`src/rtl/rni_aw_segq_if.sv`:
```
// rni_aw_segq_if: segment capture, TXREQ issue and TxnID release signals.
// The width macros default to the RNI build values when not already set.
`ifndef AXI4_AWADDR_WIDTH
`define AXI4_AWADDR_WIDTH 32
`endif
`ifndef RNI_BCVEC_WIDTH
`define RNI_BCVEC_WIDTH 4
`endif
`ifndef RNI_DMASK_WIDTH
`define RNI_DMASK_WIDTH 16
`endif
`ifndef CHIE_REQ_FLIT_SIZE_WIDTH
`define CHIE_REQ_FLIT_SIZE_WIDTH 3
`endif

interface rni_aw_segq_if #(
    parameter int TXN_NUM     = 8,
    parameter int TXNID_WIDTH = 3
);
    logic                                 seg_valid_s1_i;
    logic [`AXI4_AWADDR_WIDTH-1:0]        seg_addr_s1_i;
    logic                                 seg_done_s1_i;
    logic [`RNI_BCVEC_WIDTH-1:0]          seg_bc_vec_s2_i;
    logic [`RNI_DMASK_WIDTH-1:0]          seg_dmask_s2_i;
    logic [`CHIE_REQ_FLIT_SIZE_WIDTH-1:0] seg_size_s2_i;
    logic                                 seg_lock_s2_i;
    logic                                 stall_flag_s1_o;
    logic                                 req_valid_o;
    logic                                 req_ready_i;
    logic [`AXI4_AWADDR_WIDTH-1:0]        req_addr_o;
    logic [`RNI_BCVEC_WIDTH-1:0]          req_bc_vec_o;
    logic [`RNI_DMASK_WIDTH-1:0]          req_dmask_o;
    logic [`CHIE_REQ_FLIT_SIZE_WIDTH-1:0] req_size_o;
    logic                                 req_lock_o;
    logic                                 req_last_o;
    logic [TXNID_WIDTH-1:0]               req_txnid_o;
    logic                                 txn_rel_valid_i;
    logic [TXNID_WIDTH-1:0]               txn_rel_id_i;
    logic [TXN_NUM-1:0]                   txn_busy_o;
    logic                                 rel_err_o;

    modport slave (
        input  seg_valid_s1_i, seg_addr_s1_i, seg_done_s1_i,
        input  seg_bc_vec_s2_i, seg_dmask_s2_i, seg_size_s2_i,
        input  seg_lock_s2_i, req_ready_i,
        input  txn_rel_valid_i, txn_rel_id_i,
        output stall_flag_s1_o, req_valid_o, req_addr_o,
        output req_bc_vec_o, req_dmask_o, req_size_o,
        output req_lock_o, req_last_o, req_txnid_o,
        output txn_busy_o, rel_err_o
    );

    modport master (
        output seg_valid_s1_i, seg_addr_s1_i, seg_done_s1_i,
        output seg_bc_vec_s2_i, seg_dmask_s2_i, seg_size_s2_i,
        output seg_lock_s2_i, req_ready_i,
        output txn_rel_valid_i, txn_rel_id_i,
        input  stall_flag_s1_o, req_valid_o, req_addr_o,
        input  req_bc_vec_o, req_dmask_o, req_size_o,
        input  req_lock_o, req_last_o, req_txnid_o,
        input  txn_busy_o, rel_err_o
    );
endinterface

```
`src/rtl/rni_aw_segq.sv`:
```
// rni_aw_segq: AW segment queue with CHI TxnID allocation toward TXREQ.
// Optional macro RNI_AW_SEGQ_BYPASS_EN lets an S2 segment skip an empty queue.
`ifndef AXI4_AWADDR_WIDTH
`define AXI4_AWADDR_WIDTH 32
`endif
`ifndef RNI_BCVEC_WIDTH
`define RNI_BCVEC_WIDTH 4
`endif
`ifndef RNI_DMASK_WIDTH
`define RNI_DMASK_WIDTH 16
`endif
`ifndef CHIE_REQ_FLIT_SIZE_WIDTH
`define CHIE_REQ_FLIT_SIZE_WIDTH 3
`endif

module rni_aw_segq #(
    parameter int SEGQ_DEPTH  = 4,
    parameter int TXN_NUM     = 8,
    parameter int TXNID_WIDTH = 3
) (
    input  logic         clk_i,
    input  logic         rst_n_i,
    rni_aw_segq_if.slave bus
);
    localparam int AW = `AXI4_AWADDR_WIDTH;
    localparam int BW = `RNI_BCVEC_WIDTH;
    localparam int MW = `RNI_DMASK_WIDTH;
    localparam int SW = `CHIE_REQ_FLIT_SIZE_WIDTH;
    localparam int PW = $clog2(SEGQ_DEPTH);
    localparam int CW = PW + 1;

    typedef struct packed {
        logic [AW-1:0] addr;
        logic          last;
        logic [BW-1:0] bc_vec;
        logic [MW-1:0] dmask;
        logic [SW-1:0] size;
        logic          lock;
    } seg_ent_t;

    seg_ent_t               mem_q [SEGQ_DEPTH];
    logic [PW-1:0]          rd_ptr_q;
    logic [PW-1:0]          wr_ptr_q;
    logic [CW-1:0]          count_q;
    logic                   s2_vld_q;
    logic [AW-1:0]          s2_addr_q;
    logic                   s2_done_q;
    logic [TXN_NUM-1:0]     busy_q;
    logic [TXN_NUM-1:0]     busy_d;
    logic                   hold_vld_q;
    logic [TXNID_WIDTH-1:0] hold_id_q;
    logic                   rel_err_q;

    logic                   empty;
    logic                   stall;
    logic                   s1_acc;
    logic                   byp;
    logic                   fire;
    logic                   push;
    logic                   pop;
    logic                   any_free;
    logic                   rel_ok;
    logic                   rel_hit;
    logic [CW:0]            occ;
    logic [TXNID_WIDTH-1:0] free_id;
    logic [TXNID_WIDTH-1:0] offer_id;
    seg_ent_t               s2_ent;
    seg_ent_t               out_ent;

    assign empty  = (count_q == '0);
    assign occ    = (CW+1)'(count_q) + (CW+1)'(s2_vld_q);
    assign stall  = (occ >= (CW+1)'(SEGQ_DEPTH));
    assign s1_acc = bus.seg_valid_s1_i & ~stall;

    assign s2_ent.addr   = s2_addr_q;
    assign s2_ent.last   = s2_done_q;
    assign s2_ent.bc_vec = bus.seg_bc_vec_s2_i;
    assign s2_ent.dmask  = bus.seg_dmask_s2_i;
    assign s2_ent.size   = bus.seg_size_s2_i;
    assign s2_ent.lock   = bus.seg_lock_s2_i;

`ifdef RNI_AW_SEGQ_BYPASS_EN
    assign byp = empty & s2_vld_q;
`else
    assign byp = 1'b0;
`endif

    assign out_ent = byp ? s2_ent : mem_q[rd_ptr_q];

    // Lowest free TxnID in the pool.
    always_comb begin
        free_id  = '0;
        any_free = 1'b0;
        for (int i = TXN_NUM - 1; i >= 0; i--) begin
            if (!busy_q[i]) begin
                free_id  = TXNID_WIDTH'(i);
                any_free = 1'b1;
            end
        end
    end

    // A stalled offer keeps its ID even if a lower one is released.
    assign offer_id = hold_vld_q ? hold_id_q : free_id;

    assign bus.req_valid_o = (~empty | byp) & any_free;
    assign fire = bus.req_valid_o & bus.req_ready_i;
    assign pop  = fire & ~byp;
    assign push = s2_vld_q & ~(byp & fire);

    assign rel_ok  = 32'(bus.txn_rel_id_i) < 32'(TXN_NUM);
    assign rel_hit = bus.txn_rel_valid_i & rel_ok
                   & busy_q[bus.txn_rel_id_i];

    // Next busy map: set on fire, clear on a legal release.
    always_comb begin
        busy_d = busy_q;
        if (fire) begin
            busy_d[offer_id] = 1'b1;
        end
        if (rel_hit) begin
            busy_d[bus.txn_rel_id_i] = 1'b0;
        end
    end

    // S1 capture into the S2 staging register.
    always_ff @(posedge clk_i or negedge rst_n_i) begin
        if (!rst_n_i) begin
            s2_vld_q  <= 1'b0;
            s2_addr_q <= '0;
            s2_done_q <= 1'b0;
        end else begin
            s2_vld_q <= s1_acc;
            if (s1_acc) begin
                s2_addr_q <= bus.seg_addr_s1_i;
                s2_done_q <= bus.seg_done_s1_i;
            end
        end
    end

    // Queue storage, pointers and occupancy.
    always_ff @(posedge clk_i or negedge rst_n_i) begin
        if (!rst_n_i) begin
            for (int i = 0; i < SEGQ_DEPTH; i++) begin
                mem_q[i] <= '0;
            end
            rd_ptr_q <= '0;
            wr_ptr_q <= '0;
            count_q  <= '0;
        end else begin
            if (push) begin
                mem_q[wr_ptr_q] <= s2_ent;
                wr_ptr_q        <= wr_ptr_q + PW'(1);
            end
            if (pop) begin
                rd_ptr_q <= rd_ptr_q + PW'(1);
            end
            if (push && !pop) begin
                count_q <= count_q + CW'(1);
            end else if (pop && !push) begin
                count_q <= count_q - CW'(1);
            end
        end
    end

    // TxnID pool, offer hold and release error pulse.
    always_ff @(posedge clk_i or negedge rst_n_i) begin
        if (!rst_n_i) begin
            busy_q     <= '0;
            hold_vld_q <= 1'b0;
            hold_id_q  <= '0;
            rel_err_q  <= 1'b0;
        end else begin
            busy_q     <= busy_d;
            hold_vld_q <= bus.req_valid_o & ~bus.req_ready_i;
            hold_id_q  <= offer_id;
            rel_err_q  <= bus.txn_rel_valid_i & ~rel_hit;
        end
    end

    assign bus.stall_flag_s1_o = stall;
    assign bus.req_addr_o      = out_ent.addr;
    assign bus.req_bc_vec_o    = out_ent.bc_vec;
    assign bus.req_dmask_o     = out_ent.dmask;
    assign bus.req_size_o      = out_ent.size;
    assign bus.req_lock_o      = out_ent.lock;
    assign bus.req_last_o      = out_ent.last;
    assign bus.req_txnid_o     = offer_id;
    assign bus.txn_busy_o      = busy_q;
    assign bus.rel_err_o       = rel_err_q;

endmodule

```
`src/flat_wrapper.sv`:
```
// flat-port wrapper written by rule: the top's interface ports become plain ports
module rni_aw_segq_flat 
#(
    parameter int SEGQ_DEPTH  = 4,
    parameter int TXN_NUM     = 8,
    parameter int TXNID_WIDTH = 3
)
  (clk_i, rst_n_i, bus_seg_valid_s1_i, bus_seg_addr_s1_i, bus_seg_done_s1_i, bus_seg_bc_vec_s2_i, bus_seg_dmask_s2_i, bus_seg_size_s2_i, bus_seg_lock_s2_i, bus_req_ready_i, bus_txn_rel_valid_i, bus_txn_rel_id_i, bus_stall_flag_s1_o, bus_req_valid_o, bus_req_addr_o, bus_req_bc_vec_o, bus_req_dmask_o, bus_req_size_o, bus_req_lock_o, bus_req_last_o, bus_req_txnid_o, bus_txn_busy_o, bus_rel_err_o);
  rni_aw_segq_if #(.TXN_NUM(TXN_NUM), .TXNID_WIDTH(TXNID_WIDTH)) bus_i ();
  input  logic clk_i;
  input  logic rst_n_i;
  input wire logic [$bits(bus_i.seg_valid_s1_i)-1:0] bus_seg_valid_s1_i;
  input wire logic [$bits(bus_i.seg_addr_s1_i)-1:0] bus_seg_addr_s1_i;
  input wire logic [$bits(bus_i.seg_done_s1_i)-1:0] bus_seg_done_s1_i;
  input wire logic [$bits(bus_i.seg_bc_vec_s2_i)-1:0] bus_seg_bc_vec_s2_i;
  input wire logic [$bits(bus_i.seg_dmask_s2_i)-1:0] bus_seg_dmask_s2_i;
  input wire logic [$bits(bus_i.seg_size_s2_i)-1:0] bus_seg_size_s2_i;
  input wire logic [$bits(bus_i.seg_lock_s2_i)-1:0] bus_seg_lock_s2_i;
  input wire logic [$bits(bus_i.req_ready_i)-1:0] bus_req_ready_i;
  input wire logic [$bits(bus_i.txn_rel_valid_i)-1:0] bus_txn_rel_valid_i;
  input wire logic [$bits(bus_i.txn_rel_id_i)-1:0] bus_txn_rel_id_i;
  output wire logic [$bits(bus_i.stall_flag_s1_o)-1:0] bus_stall_flag_s1_o;
  output wire logic [$bits(bus_i.req_valid_o)-1:0] bus_req_valid_o;
  output wire logic [$bits(bus_i.req_addr_o)-1:0] bus_req_addr_o;
  output wire logic [$bits(bus_i.req_bc_vec_o)-1:0] bus_req_bc_vec_o;
  output wire logic [$bits(bus_i.req_dmask_o)-1:0] bus_req_dmask_o;
  output wire logic [$bits(bus_i.req_size_o)-1:0] bus_req_size_o;
  output wire logic [$bits(bus_i.req_lock_o)-1:0] bus_req_lock_o;
  output wire logic [$bits(bus_i.req_last_o)-1:0] bus_req_last_o;
  output wire logic [$bits(bus_i.req_txnid_o)-1:0] bus_req_txnid_o;
  output wire logic [$bits(bus_i.txn_busy_o)-1:0] bus_txn_busy_o;
  output wire logic [$bits(bus_i.rel_err_o)-1:0] bus_rel_err_o;
  assign bus_i.seg_valid_s1_i = bus_seg_valid_s1_i;
  assign bus_i.seg_addr_s1_i = bus_seg_addr_s1_i;
  assign bus_i.seg_done_s1_i = bus_seg_done_s1_i;
  assign bus_i.seg_bc_vec_s2_i = bus_seg_bc_vec_s2_i;
  assign bus_i.seg_dmask_s2_i = bus_seg_dmask_s2_i;
  assign bus_i.seg_size_s2_i = bus_seg_size_s2_i;
  assign bus_i.seg_lock_s2_i = bus_seg_lock_s2_i;
  assign bus_i.req_ready_i = bus_req_ready_i;
  assign bus_i.txn_rel_valid_i = bus_txn_rel_valid_i;
  assign bus_i.txn_rel_id_i = bus_txn_rel_id_i;
  assign bus_stall_flag_s1_o = bus_i.stall_flag_s1_o;
  assign bus_req_valid_o = bus_i.req_valid_o;
  assign bus_req_addr_o = bus_i.req_addr_o;
  assign bus_req_bc_vec_o = bus_i.req_bc_vec_o;
  assign bus_req_dmask_o = bus_i.req_dmask_o;
  assign bus_req_size_o = bus_i.req_size_o;
  assign bus_req_lock_o = bus_i.req_lock_o;
  assign bus_req_last_o = bus_i.req_last_o;
  assign bus_req_txnid_o = bus_i.req_txnid_o;
  assign bus_txn_busy_o = bus_i.txn_busy_o;
  assign bus_rel_err_o = bus_i.rel_err_o;
  rni_aw_segq #(.SEGQ_DEPTH(SEGQ_DEPTH), .TXN_NUM(TXN_NUM), .TXNID_WIDTH(TXNID_WIDTH)) u_core (.clk_i(clk_i), .rst_n_i(rst_n_i), .bus(bus_i));
endmodule
```
`config.mk`:
```
export PLATFORM = sky130hd
export DESIGN_NAME = rni_aw_segq_flat
export DESIGN_NICKNAME = d
export VERILOG_FILES = /design/src/rtl/rni_aw_segq_if.sv /design/src/rtl/rni_aw_segq.sv /design/src/flat_wrapper.sv
export SDC_FILE = /design/constraint.sdc
export NUM_CORES = 1
export LEC_CHECK = 0
export ABC_AREA = 1
export BUFFER_PORTS_ARGS = -buffer_cell sky130_fd_sc_hd__buf_4
export CAP_MARGIN = 15
export CELL_PAD_IN_SITES_DETAIL_PLACEMENT = 0
export CELL_PAD_IN_SITES_GLOBAL_PLACEMENT = 1
export CORE_MARGIN = 10
export CORE_UTILIZATION = 40
export CTS_BUF_LIST = sky130_fd_sc_hd__clkbuf_16
export CTS_CLUSTER_DIAMETER = 100
export CTS_CLUSTER_SIZE = 24
export DETAILED_ROUTE_END_ITERATION = 16
export GPL_TIMING_DRIVEN = 1
export PLACE_DENSITY_LB_ADDON = 0.1
export SYNTH_ARGS = -nofsm -noshare
export SYNTH_HDL_FRONTEND = slang
export SYNTH_SLANG_ARGS = --single-unit
```
`constraint.sdc`:
```
create_clock -name clk_i -period 2.1 [get_ports clk_i]
set_input_delay 0.105 -clock clk_i [delete_from_list [all_inputs] [get_ports clk_i]]
set_output_delay 0.105 -clock clk_i [all_outputs]
set_load 0.1 [all_outputs]
```
==> flow_metrics.py <==
metrics = {
    "run_status": {
        "status": "completed",
    },
    "placed_design": {
        "postPlaceCellArea_sq_um": 14100,
        "place.gp.congestion": 0.727,
        "placed_cells": 1842,
        "place_hpwl_mm": 19.4,
        "port_buffers": 135,
    },
    "detailed_routing": {
        "drt-initial-drc-count": 605,
        "via_per_inst": 5.02,
        "via_count": 9712,
        "antenna_left": 0,
        "drcViolationCount": 0,
        "wirelength_mm": 33.4,
        "wl_per_cell_microns": 17.3,
        "first_pass_iters": 5,
    },
    "clock_tree": {
        "clk_latency_ps": 510,
        "clockRootBuffer": "clkbuf_16",
        "cts_tree": "built",
        "clock-sinks": 282,
        "cts_buffers": 15,
        "clockBufferDepth": 3,
        "clkSlewWorstSetupHoldPaths_ps": 100,
        "htree_levels": 1,
    },
    "final_layout": {
        "layout_common_cells": "366 x o21ai_0, 289 x nand2_1, 272 x dfrtp_1, 134 x nor2_1, 89 x buf_4",
        "fillers": 2746,
        "drive_gt1_share_pct": 19.4,
        "final_common_cell": "o21ai_0",
        "layoutNonFillerInstCount": 1934,
        "seqCellArea_sq_um": 7090,
        "antenna_cells": 0,
        "area_delta_synth_final_pct": 31.0,
        "final_area_sq_um": 15800,
        "multi_input_area_sq_um": 4690,
        "nets": 1613,
    },
    "synth": {
        "synthCells": 1382,
        "seq_area_frac_synth_pct": 58.3,
        "synth.net_count": 1453,
        "ys_ff_latch": 282,
        "yosysWarnings": 0,
        "synth_cell_type_count": 29,
        "avgSynthCellArea_sq_um": 8.75,
        "synth_area_sq_um": 12100,
    },
    "timing": {
        "fin_crit_sh_pct": 98.3,
        "min_period_ps": 2060,
        "finalHoldViolations": 0,
        "slew_headroom_pct": 63.6,
        "clock_skew_ps": 33.3,
        "whs_ps": 108,
        "rsz0062_at_grt": "true",
        "setup_viol": 0,
        "tns_ps": 0,
        "max_slew.worst_pin.slew_ps": 545,
        "max_freq_mhz": 484,
        "slew_violations": 0,
    },
    "setup_path": {
        "cp-startpoint": "u_core.rd_ptr_q[0]",
        "r2r_slack_ps": 100,
        "worstSetupPathType": "reg -> out",
        "rr_worst_depth": 10,
        "reg2reg_from": "u_core.bus.txn_busy_o[7]",
        "startpoint_type": "register",
        "crit_fanout": 23,
        "crit_arrival_ps": 1960,
        "cp.required_ps": 2000,
        "cp-end-kind": "output pin",
        "r2r-end": "u_core.count_q[1]",
    },
    "die": {
        "start_util_pct": 40.7,
        "fp.dieW_microns": 194,
        "dieArea_sq_um": 37600,
        "die_h_microns": 194,
        "placeableCoreArea_sq_um": 29700,
        "io_pins": 136,
        "placementRows": 63,
    },
    "grt": {
        "antenna_found_initial": 0,
        "grt_max_degree": 69,
        "grt-ovfl-total": 0,
        "grt_pass1_vias": 9793,
        "grt_pass1_wl_mm": 54.4,
        "grt_use_total_pct": 17.2,
    },
    "min_path": {
        "whs_endpoint": "u_core.push",
        "holdCritStartpoint": "bus_seg_valid_s1_i",
        "hold_depth": 4,
        "hold_class": "in -> reg",
    },
    "flow_run": {
        "cap_violations": 0,
    },
}
==> routing by layer <==
layer | wire length, microns | vias to the layer above | global-route usage [%] | share of wire, %
met4 | 396 | 0 | 2.41 | 1.2
met1 | 16500 | 4698 | 24.6 | 49
met2 | 15400 | 141 | 27.8 | 46
met5 | 0 | - | 0 | 0
met3 | 1060 | 20 | 2.37 | 3.2
li1 | - | 4853 | - | -
==> area by class of cell <==
| cell class | instances | area share, % |
|---|---|---|
| multi-input cells | 917 | 29.6 |
| well taps | 390 | 3.08 |
| inverters | 88 | 2.23 |
| clock buffers | 15 | 2.37 |
| flip-flops and latches | 282 | 44.8 |
| repair buffers | 238 | 17.8 |
| clock inverters | 4 | 0.158 |
==> what timing repair did <==
action                                  in CTS  in global routing
endpoints found under the setup margin      58                 43
pin swaps                                    2                  6
hold endpoints to repair                   237                  0
gates resized for setup                     95                 54
hold buffers                                63                  0
buffers inserted                             5                  0
cloned                                       2                  3
==> metrics by stage <==
step                      setup WS [ps]  utilization (%)
after floorplan                    -122                -
after global placement              144             47.4
after global routing              -40.4             53.3
after detailed placement           97.7             47.4
after CTS                         -8.81             52.4
final                              35.3             53.3
==> synthesized netlist by cell type (all sizes together) <==
library cell | n | area (sq um)
o21ai | 378 | 1890
nand2 | 303 | 1150
dfrtp | 282 | 7060
nor2 | 136 | 513
inv | 88 | 333
o22ai | 57 | 357
clkbuf | 54 | 205
buf | 41 | 249
nand3 | 16 | 90.1
a21oi | 9 | 71.3
ha | 5 | 62.6
nand4 | 4 | 25.0
xor2 | 4 | 35.0
nor3 | 2 | 15.0
fa | 1 | 20.0
mux2 | 1 | 11.3
xnor2 | 1 | 8.76
==> logic make-up (layout without fill, tap and decap cells) <==
family,count (synthesis),in the layout,share of synthesized area [%]
xor gates and xnor gates,5,5,0.362
muxes,1,1,0.0931
buffers and inverters,183,345,6.51
adders and majority gates,6,6,0.683
DFF,282,282,58.3
and+or+nand+nor,461,461,14.8
AOI/OAI and AO/OA,444,444,19.2
==> critical path, stage by stage, from the launching register on <==
cell and delay (ps):
dfrtp_4 580, inv_12 130, buf_12 170, o21ai_0 100, o22ai_2 250, buf_12 220
==> state kept, by name, summed over array words and instances, names as in the netlist <==
name,flops
u_core.bus.rel_err_o,1
u_core.bus.txn_busy_o,8
u_core.count_q,3
u_core.hold_id_q,3
u_core.hold_vld_q,1
u_core.mem_q,228
u_core.push,1
u_core.rd_ptr_q,2
u_core.s2_addr_q,32
u_core.s2_done_q,1
u_core.wr_ptr_q,2
==> worst max-delay path by stage <==
stage | end | cells after the start | slack, ps
2_1_floorplan | u_core.count_q[1] | 11 | -120
3_3_place_gp | u_core.count_q[1] | 10 | 140
3_5_place_dp | u_core.count_q[1] | 10 | 100
4_1_cts | bus_req_addr_o[23] | 5 | -9
5_1_grt | bus_req_addr_o[29] | 5 | -40
6_report | bus_req_addr_o[26] | 5 | 40
Power is not shown: default switching activity piles up to over one toggle a cycle in this logic, so the estimate is an artifact.
